$ cat config.mk
export PLATFORM = sky130hd
export DESIGN_NAME = rd_handshake_arb_flat
export DESIGN_NICKNAME = d
export VERILOG_FILES = /design/src/rtl/rd_handshake_arb_if.sv /design/src/rtl/rd_handshake_arb.sv /design/src/flat_wrapper.sv
export SDC_FILE = /design/constraint.sdc
export NUM_CORES = 1
export LEC_CHECK = 0
export CORE_ASPECT_RATIO = 1.2
export CORE_MARGIN = 2
export CORE_UTILIZATION = 53
export CTS_CLUSTER_DIAMETER = 100
export DETAILED_ROUTE_END_ITERATION = 10
export PLACE_DENSITY = 0.78
export SLEW_MARGIN = 15
export SYNTH_ARGS = -nofsm -noshare
export SYNTH_HDL_FRONTEND = slang
export SYNTH_SLANG_ARGS = --single-unit
$ cat constraint.sdc
create_clock -name clk -period 4.2 [get_ports clk]
set_input_delay 0.84 -clock clk [delete_from_list [all_inputs] [get_ports clk]]
set_output_delay 0.84 -clock clk [all_outputs]
set_load 0.05 [all_outputs]
$ cat src/rtl/rd_handshake_arb_if.sv
// Read handshake bundle between the requester blocks and rd_handshake_arb.
// master: requester side, drives the per-channel rd levels.
// slave:  arbiter side, drives the strobe, grant/ack, tag and status outputs.
interface rd_handshake_arb_if #(
    parameter int CH = 4,
    parameter int DW = 8
);
    logic [CH-1:0] rd;
    logic          rd_data;
    logic [CH-1:0] grant;
    logic [CH-1:0] ack;
    logic [DW-1:0] data;
    logic          busy;
    logic          err;

    modport master (output rd, input rd_data, grant, ack, data, busy, err);
    modport slave  (input rd, output rd_data, grant, ack, data, busy, err);
endinterface

$ cat src/rtl/rd_handshake_arb.sv
// rd_handshake_arb: round-robin arbiter in front of one slow read resource.
// IDLE -> READ (WAIT cycles, rd_data strobe) -> ACK_NOW (ack held until the
// owner drops rd). Every completed transaction returns an incrementing tag.
// Optional feature macro: RD_TIMEOUT_EN bounds the ACK_NOW stay to TIMEOUT
// cycles, pulses err and blocks the offending channel until it drops rd.
module rd_handshake_arb #(
    parameter int CH      = 4,
    parameter int WAIT    = 1,
    parameter int DW      = 8,
    parameter int TIMEOUT = 8
) (
    input logic               clk,
    input logic               rst,
    rd_handshake_arb_if.slave bus_io
);
    localparam int IW = $clog2(CH);

    if (CH < 2 || CH > 8 || WAIT < 1 || WAIT > 15) begin : g_badParam
        $error("rd_handshake_arb: CH must be 2..8 and WAIT 1..15");
    end

    typedef enum logic [1:0] {
        IDLE    = 2'd0,
        READ    = 2'd1,
        ACK_NOW = 2'd2
    } state_t;

    state_t        state_q, state_d;
    logic [CH-1:0] grant_q, grant_d;
    logic [CH-1:0] ack_q;
    logic [IW-1:0] gIdx_q, gIdx_d;
    logic [IW-1:0] lastGrant_q, lastGrant_d;
    logic [3:0]    waitCnt_q, waitCnt_d;
    logic [DW-1:0] seq_q, seq_d;
    logic [DW-1:0] data_q, data_d;
    logic          rdData_q, busy_q;
    logic [CH-1:0] req;
    logic          ownerRd;

    // First requesting channel searching upward from last+1, wrapping at CH.
    function automatic logic [IW-1:0] rrPick(input logic [CH-1:0] r, input logic [IW-1:0] last);
        logic [IW-1:0] sel;
        logic          found;
        int            idx;
        sel   = last;
        found = 1'b0;
        for (int i = 1; i <= CH; i++) begin
            idx = (int'(last) + i) % CH;
            if (!found && r[idx]) begin
                sel   = IW'(idx);
                found = 1'b1;
            end
        end
        return sel;
    endfunction

    assign ownerRd = bus_io.rd[gIdx_q];

`ifdef RD_TIMEOUT_EN
    localparam int TW = $clog2(TIMEOUT + 1);
    logic [TW-1:0] tmo_q, tmo_d;
    logic [CH-1:0] blocked_q, blocked_d;
    logic          err_q, err_d;

    assign req        = bus_io.rd & ~blocked_q;
    assign bus_io.err = err_q;
`else
    assign req        = bus_io.rd;
    assign bus_io.err = 1'b0;
`endif

    // Next-state, arbitration and tag bookkeeping for the handshake FSM.
    always_comb begin
        state_d     = state_q;
        grant_d     = grant_q;
        gIdx_d      = gIdx_q;
        lastGrant_d = lastGrant_q;
        waitCnt_d   = waitCnt_q;
        seq_d       = seq_q;
        data_d      = data_q;
`ifdef RD_TIMEOUT_EN
        tmo_d       = tmo_q;
        err_d       = 1'b0;
        blocked_d   = blocked_q & bus_io.rd;
`endif
        case (state_q)
            IDLE: begin
                if (|req) begin
                    gIdx_d          = rrPick(req, lastGrant_q);
                    grant_d         = '0;
                    grant_d[gIdx_d] = 1'b1;
                    waitCnt_d       = '0;
                    state_d         = READ;
                end
            end
            READ: begin
                if (!ownerRd) begin
                    grant_d = '0;
                    state_d = IDLE;
                end else if (waitCnt_q == 4'(WAIT - 1)) begin
                    seq_d   = seq_q + DW'(1);
                    data_d  = seq_q + DW'(1);
                    state_d = ACK_NOW;
`ifdef RD_TIMEOUT_EN
                    tmo_d   = '0;
`endif
                end else begin
                    waitCnt_d = waitCnt_q + 4'd1;
                end
            end
            ACK_NOW: begin
                if (!ownerRd) begin
                    grant_d     = '0;
                    data_d      = '0;
                    lastGrant_d = gIdx_q;
                    state_d     = IDLE;
`ifdef RD_TIMEOUT_EN
                end else if (tmo_q == TW'(TIMEOUT - 1)) begin
                    grant_d     = '0;
                    data_d      = '0;
                    lastGrant_d = gIdx_q;
                    err_d       = 1'b1;
                    blocked_d   = (blocked_q & bus_io.rd) | grant_q;
                    state_d     = IDLE;
                end else begin
                    tmo_d = tmo_q + TW'(1);
`endif
                end
            end
            default: begin
                grant_d = '0;
                data_d  = '0;
                state_d = IDLE;
            end
        endcase
    end

    // State and registered Moore outputs, derived from the next state.
    always_ff @(posedge clk) begin
        if (!rst) begin
            state_q     <= IDLE;
            grant_q     <= '0;
            ack_q       <= '0;
            gIdx_q      <= '0;
            lastGrant_q <= IW'(CH - 1);
            waitCnt_q   <= '0;
            seq_q       <= '0;
            data_q      <= '0;
            rdData_q    <= 1'b0;
            busy_q      <= 1'b0;
        end else begin
            state_q     <= state_d;
            grant_q     <= grant_d;
            ack_q       <= (state_d == ACK_NOW) ? grant_d : '0;
            gIdx_q      <= gIdx_d;
            lastGrant_q <= lastGrant_d;
            waitCnt_q   <= waitCnt_d;
            seq_q       <= seq_d;
            data_q      <= data_d;
            rdData_q    <= (state_d == READ);
            busy_q      <= (state_d != IDLE);
        end
    end

`ifdef RD_TIMEOUT_EN
    // ACK_NOW stay counter, err pulse and per-channel re-request block.
    always_ff @(posedge clk) begin
        if (!rst) begin
            tmo_q     <= '0;
            err_q     <= 1'b0;
            blocked_q <= '0;
        end else begin
            tmo_q     <= tmo_d;
            err_q     <= err_d;
            blocked_q <= blocked_d;
        end
    end
`endif

    assign bus_io.rd_data = rdData_q;
    assign bus_io.grant   = grant_q;
    assign bus_io.ack     = ack_q;
    assign bus_io.data    = data_q;
    assign bus_io.busy    = busy_q;
endmodule

$ cat src/flat_wrapper.sv
// flat-port wrapper written by rule: the top's interface ports become plain ports
module rd_handshake_arb_flat 
#(
    parameter int CH      = 4,
    parameter int WAIT    = 1,
    parameter int DW      = 8,
    parameter int TIMEOUT = 8
)
  (clk, rst, bus_io_rd, bus_io_rd_data, bus_io_grant, bus_io_ack, bus_io_data, bus_io_busy, bus_io_err);
  rd_handshake_arb_if #(.CH(CH), .DW(DW)) bus_io_i ();
  input logic clk;
  input logic rst;
  input wire logic [$bits(bus_io_i.rd)-1:0] bus_io_rd;
  output wire logic [$bits(bus_io_i.rd_data)-1:0] bus_io_rd_data;
  output wire logic [$bits(bus_io_i.grant)-1:0] bus_io_grant;
  output wire logic [$bits(bus_io_i.ack)-1:0] bus_io_ack;
  output wire logic [$bits(bus_io_i.data)-1:0] bus_io_data;
  output wire logic [$bits(bus_io_i.busy)-1:0] bus_io_busy;
  output wire logic [$bits(bus_io_i.err)-1:0] bus_io_err;
  assign bus_io_i.rd = bus_io_rd;
  assign bus_io_rd_data = bus_io_i.rd_data;
  assign bus_io_grant = bus_io_i.grant;
  assign bus_io_ack = bus_io_i.ack;
  assign bus_io_data = bus_io_i.data;
  assign bus_io_busy = bus_io_i.busy;
  assign bus_io_err = bus_io_i.err;
  rd_handshake_arb #(.CH(CH), .WAIT(WAIT), .DW(DW), .TIMEOUT(TIMEOUT)) u_core (.clk(clk), .rst(rst), .bus_io(bus_io_i));
endmodule
# Word-level counts from Yosys, hierarchy flattened
# Cells that the tools add are included.
# totals
ff_bits	36
in_bits	6
output_inout_bits	19
elab_cells	108
# op_classes
n_addsub	6
magnitude_cmp	7
eq_ne	9
mux	47
n_bitwise	6
reduce_logical	23
# ops
op	count
$mux W8	3
$pmux W8 S3	1
$mux W2	10
$mux W4	5
$mux W1	19
$lt A3 B4 Y1 const B	4
$pmux W4 S2	2
$bmux W1 S2	5
$reduce_or A2 Y1	5
$add A8 B1 Y8 const B	1
$reduce_and A4 Y1	2
$lt A2 B3 Y1 const B	2
$ne A2 B1 Y1 const B	3
$pmux W2 S3	1
$reduce_and A2 Y1	3
$add A2 B1 Y2 const B	2
$add A2 B2 Y2 const B	2
$add A4 B1 Y4 const B	1
$and A1 B1 Y1 const A	4
$eq A2 B1 Y1 const B	2
$eq A2 B2 Y1 const B	2
$logic_and A1 B1 Y1	4
$logic_not A4 Y1	1
$ne A2 B2 Y1 const B	2
other kinds (8)	12

# Logic depth before layout (Yosys ltp)
# logic_depth
depth_word	30
ltp_mapped	8
ltp_nobuf	7

# Worst setup path after synthesis
# Ideal clock, no wire load.
# synth_timing
path_type	input-to-reg
from	in bus_io_rd[3]
to	reg u_core.data_q[0] (netlist: u_core.bus_io.data[0])
setup_time_ns	0.117
arrival_time_ns	2.026
t_required_ns	4.083
path_slack_ns	2.057
stages	6
n_path_buf	2
cell_sequence	mux4_2 buf_6 a221oi_2 nor2b_1 buf_6 o2bb2ai_2
# synth_via
elab_chain_cells	4
word_cells_on_any_way	5
classes_between	eq/ne (2); mux (2); reduce/logical (1)
# synth_lines
item	line_no	text
start, declared	flat_wrapper.sv:13	input wire logic [$bits(bus_io_i.rd)-1:0] bus_io_rd;
$bmux W1 S2 *	rd_handshake_arb.sv:57	assign ownerRd = bus_io.rd[gIdx_q];
$mux W1 (not written as such) *	rd_handshake_arb.sv:57	
$ne A2 B2 Y1 (no source line) / $ne A2 B1 Y1 (equally long branches)	-	
$reduce_and A4 Y1 (no source line) *	-	
end signal, assigned	rd_handshake_arb.sv:159	data_q <= data_d;
end, declared	rd_handshake_arb.sv:35	logic [DW-1:0] data_q, data_d;
# Every way passes the cells marked *; elsewhere a longest branch is shown, timed or not. The select of a mux whose other input is x is not followed.
# A chain may end at the register's enable or synchronous reset.

# Worst setup path after layout
# layout_timing
from	in bus_io_rd[0]
to	reg u_core.data_q[0] (netlist: u_core.bus_io.data[0])
# Same word-level chain as after synthesis.

==> results.yml <==
clock_tree:
  cts_setup_buffers: 0
  cts-root-buf: "clkbuf_8"
  clk_pin_slew_worst_paths_ns: 0.07
  htreeDepth: 2
  clk_latency_ns: 0.29
  cts.sinks: 36
  tritoncts.num_buffers: 5
  ctsResizeCount: 0
  holdBufCountCts: 0
  cts_tree: "built"
  cts_buffer_depth: 2
status:
  outcome: "finished, final reports clean"
sta:
  worstMarginPinSlew_ns: 0.8705
  fmax_mhz: 360.7
  fin_skew_ns: 0.006221
  rsz0062_at_grt: "false"
  finalHoldViolCount: 0
  setup_viol: 0
  tns_ns: 0
  setup_ws_ns: 1.427
  finalCritPeriodShare_pct: 66.02
  slew_headroom_pct: 41.85
  drv_slew: 0
  fin_crit_ns: 2.773
placement:
  pre_cts_slack_ns: 1.101
  hpwl_um: 2610
  port_buffers: 23
  placed_area_mm2: 0.002049
  gp_congestion: 0.8070
logic_synthesis:
  synth_area_leaders: "dfxtp_1 (40%), o2bb2ai_2 (6.6%), ha_1 (4.8%), nor2b_1 (3.4%), nand2_1 (3.3%)"
  synth_cells: 184
  yosysWarnings: 0
  yosysSeqAreaShare_pct: 39.72
  synth_edf_count: 0
  synth_ff_type: "dfxtp_1"
  ys_types: 46
  synth_top_area_share_pct: 39.72
  synth_top_area_cell: "dfxtp_1"
  netlist_area_mm2: 0.001814
  ys_ff_latch: 36
  async_flop_share_pct: 0
  syn_nets: 197
  synth.avg_cell_area_um2: 9.860
floorplanning:
  die_h_um: 68.09
  num_io_pins: 25
  die_x_um: 57.41
  dieArea_mm2: 0.003909
  start_util_pct: 54.82
  coreArea_mm2: 0.003309
  rows: 23
drt:
  postRouteAntennaNets: 0
  drtIter0Drc: 36
  via_count: 1386
  drc_errors: 0
  totalWireLength_um: 3446
  wire_per_inst_um: 14.01
  via_per_inst: 5.634
  drtPass1Iterations: 4
setup_path:
  crit_type: "in2reg"
  cp.required_ns: 4.42
  critPathLaunchType: "primary input"
  arrival_ns: 2.99
  cp_max_fo: 11
  cp-end-kind: "register"
cells_and_area:
  design_area_mm2: 0.002137
  final_common_cell: "dfxtp_1"
  fill_cells: 276
  area_growth_pct: 17.79
  final_cell_mix: "dfxtp_1 (36), clkdlybuf4s50_1 (23), nand2_1 (16)"
  fin_util_pct: 64.57
  diodes: 0
  fin_nets: 221
  drive_gt1_share_pct: 13.88
grt:
  grtUsageTotal_pct: 18.95
  antenna_found_initial: 0
  grt_max_degree: 27
  grt_pass1_vias: 1315
  grt_first_pass_wirelength_um: 5747
  gr-total-overflow: 0
pwr:
  p_leak_nw: 0.8162
  vdd_ir_drop_max_mv: 0.2817
  power.density_mw_per_mm2: 357.2
job:
  timing.max_cap.violations: 0
worst_hold_path:
  hp-class: "reg2reg"
## cell usage after synthesis, drive strengths merged, types with 2 or more instances
library cell and instances:
nand4 2, nor3b 3, o21ai 7, nand3 8, and3 2, nand2 17
nand2b 5, o2bb2ai 8, nor2b 10, and2 7, clkbuf 3, buf 3
a21o 3, mux2i 4, a21oi 7, inv 6, nor2 12, xnor2 6
a32oi 4, xor2 6, ha 7, dfxtp 36, or2 2, a21boi 2
a221oi 3
## per-stage QoR
step	power, W	cells	hold WS, ns
CTS	0.0007720	246	0.4765
global route	0.0008007	246	0.4853
finish	0.0007633	246	0.4749
floorplan	0.0004971	184	0.4523
detailed placement	0.0005323	238	0.4603
global placement	0.0005266	238	0.4590
## worst paths after layout
| kind | from | to | slack [ns] | depth (start not counted) |
|---|---|---|---|---|
| max | bus_io_rd[0] | u_core.bus_io.data[0]$_SDFFE_PN0P_ | 1.43 | 6 |
| min | u_core.bus_io.data[5]$_SDFFE_PN0P_ | u_core.bus_io.data[5]$_SDFFE_PN0P_ | 0.47 | 1 |
| max reg2reg | u_core.gIdx_q[0]$_SDFFE_PN0P_ | u_core.bus_io.data[0]$_SDFFE_PN0P_ | 2.07 | 5 |
| min reg2reg | u_core.bus_io.data[5]$_SDFFE_PN0P_ | u_core.bus_io.data[5]$_SDFFE_PN0P_ | 0.47 | 1 |
## flip-flops by register name, summed over array words and instances (netlist names)
register               count
u_core.bus_io.data         8
u_core.seq_q               8
u_core.bus_io.ack          4
u_core.bus_io.grant        4
u_core.waitCnt_q           4
u_core.gIdx_q              2
u_core.lastGrant_q         2
u_core.state_q             2
u_core.bus_io.busy         1
u_core.bus_io.rd_data      1
## per-layer routing
layer  up-vias  GRT usage [%]  wire length (µm)
met5         -              0                 0
met4         0          5.814                33
met3         6          5.482               127
met2        25          36.65              1928
met1       663          19.56              1357
li1        692              -                 -
## cell type report
| class | count | area (µm²) | share of cell area, % |
|---|---|---|---|
| clock buffer | 5 | 68.82 | 3.220 |
| clock inverter | 3 | 18.77 | 0.8782 |
| multi-input combinational | 136 | 1030 | 48.19 |
| tap | 37 | 46.29 | 2.166 |
| timing repair buffer | 23 | 230.2 | 10.77 |
| sequential | 36 | 720.7 | 33.72 |
| inverter | 6 | 22.52 | 1.054 |
## kinds of logic after synthesis
logic type	after synthesis	synth area share [%]
fa+ha+maj	7	4.827
mux	5	3.448
compound gates	40	19.72
other cells	1	0.2067
buf+inv	12	3.517
flops	36	39.72
xor+xnor	12	5.793
simple gates	71	22.76
## worst max-delay path: stages
cell and delay [ns]:
clkdlybuf4s50_1 0.50, mux4_2 0.63, nand2_1 0.12, a221oi_2 0.06, nor2b_1 0.69, o2bb2ai_2 0.15
## where the power goes
group	switching, W	internal [W]	total (W)
Sequential	0.0000104	0.000355	0.000365
Combinational	0.000100	0.0000587	0.000159
Clock	0.000124	0.000115	0.000240
Total	0.000235	0.000529	0.000763
Power figures use the tool's default switching activity.
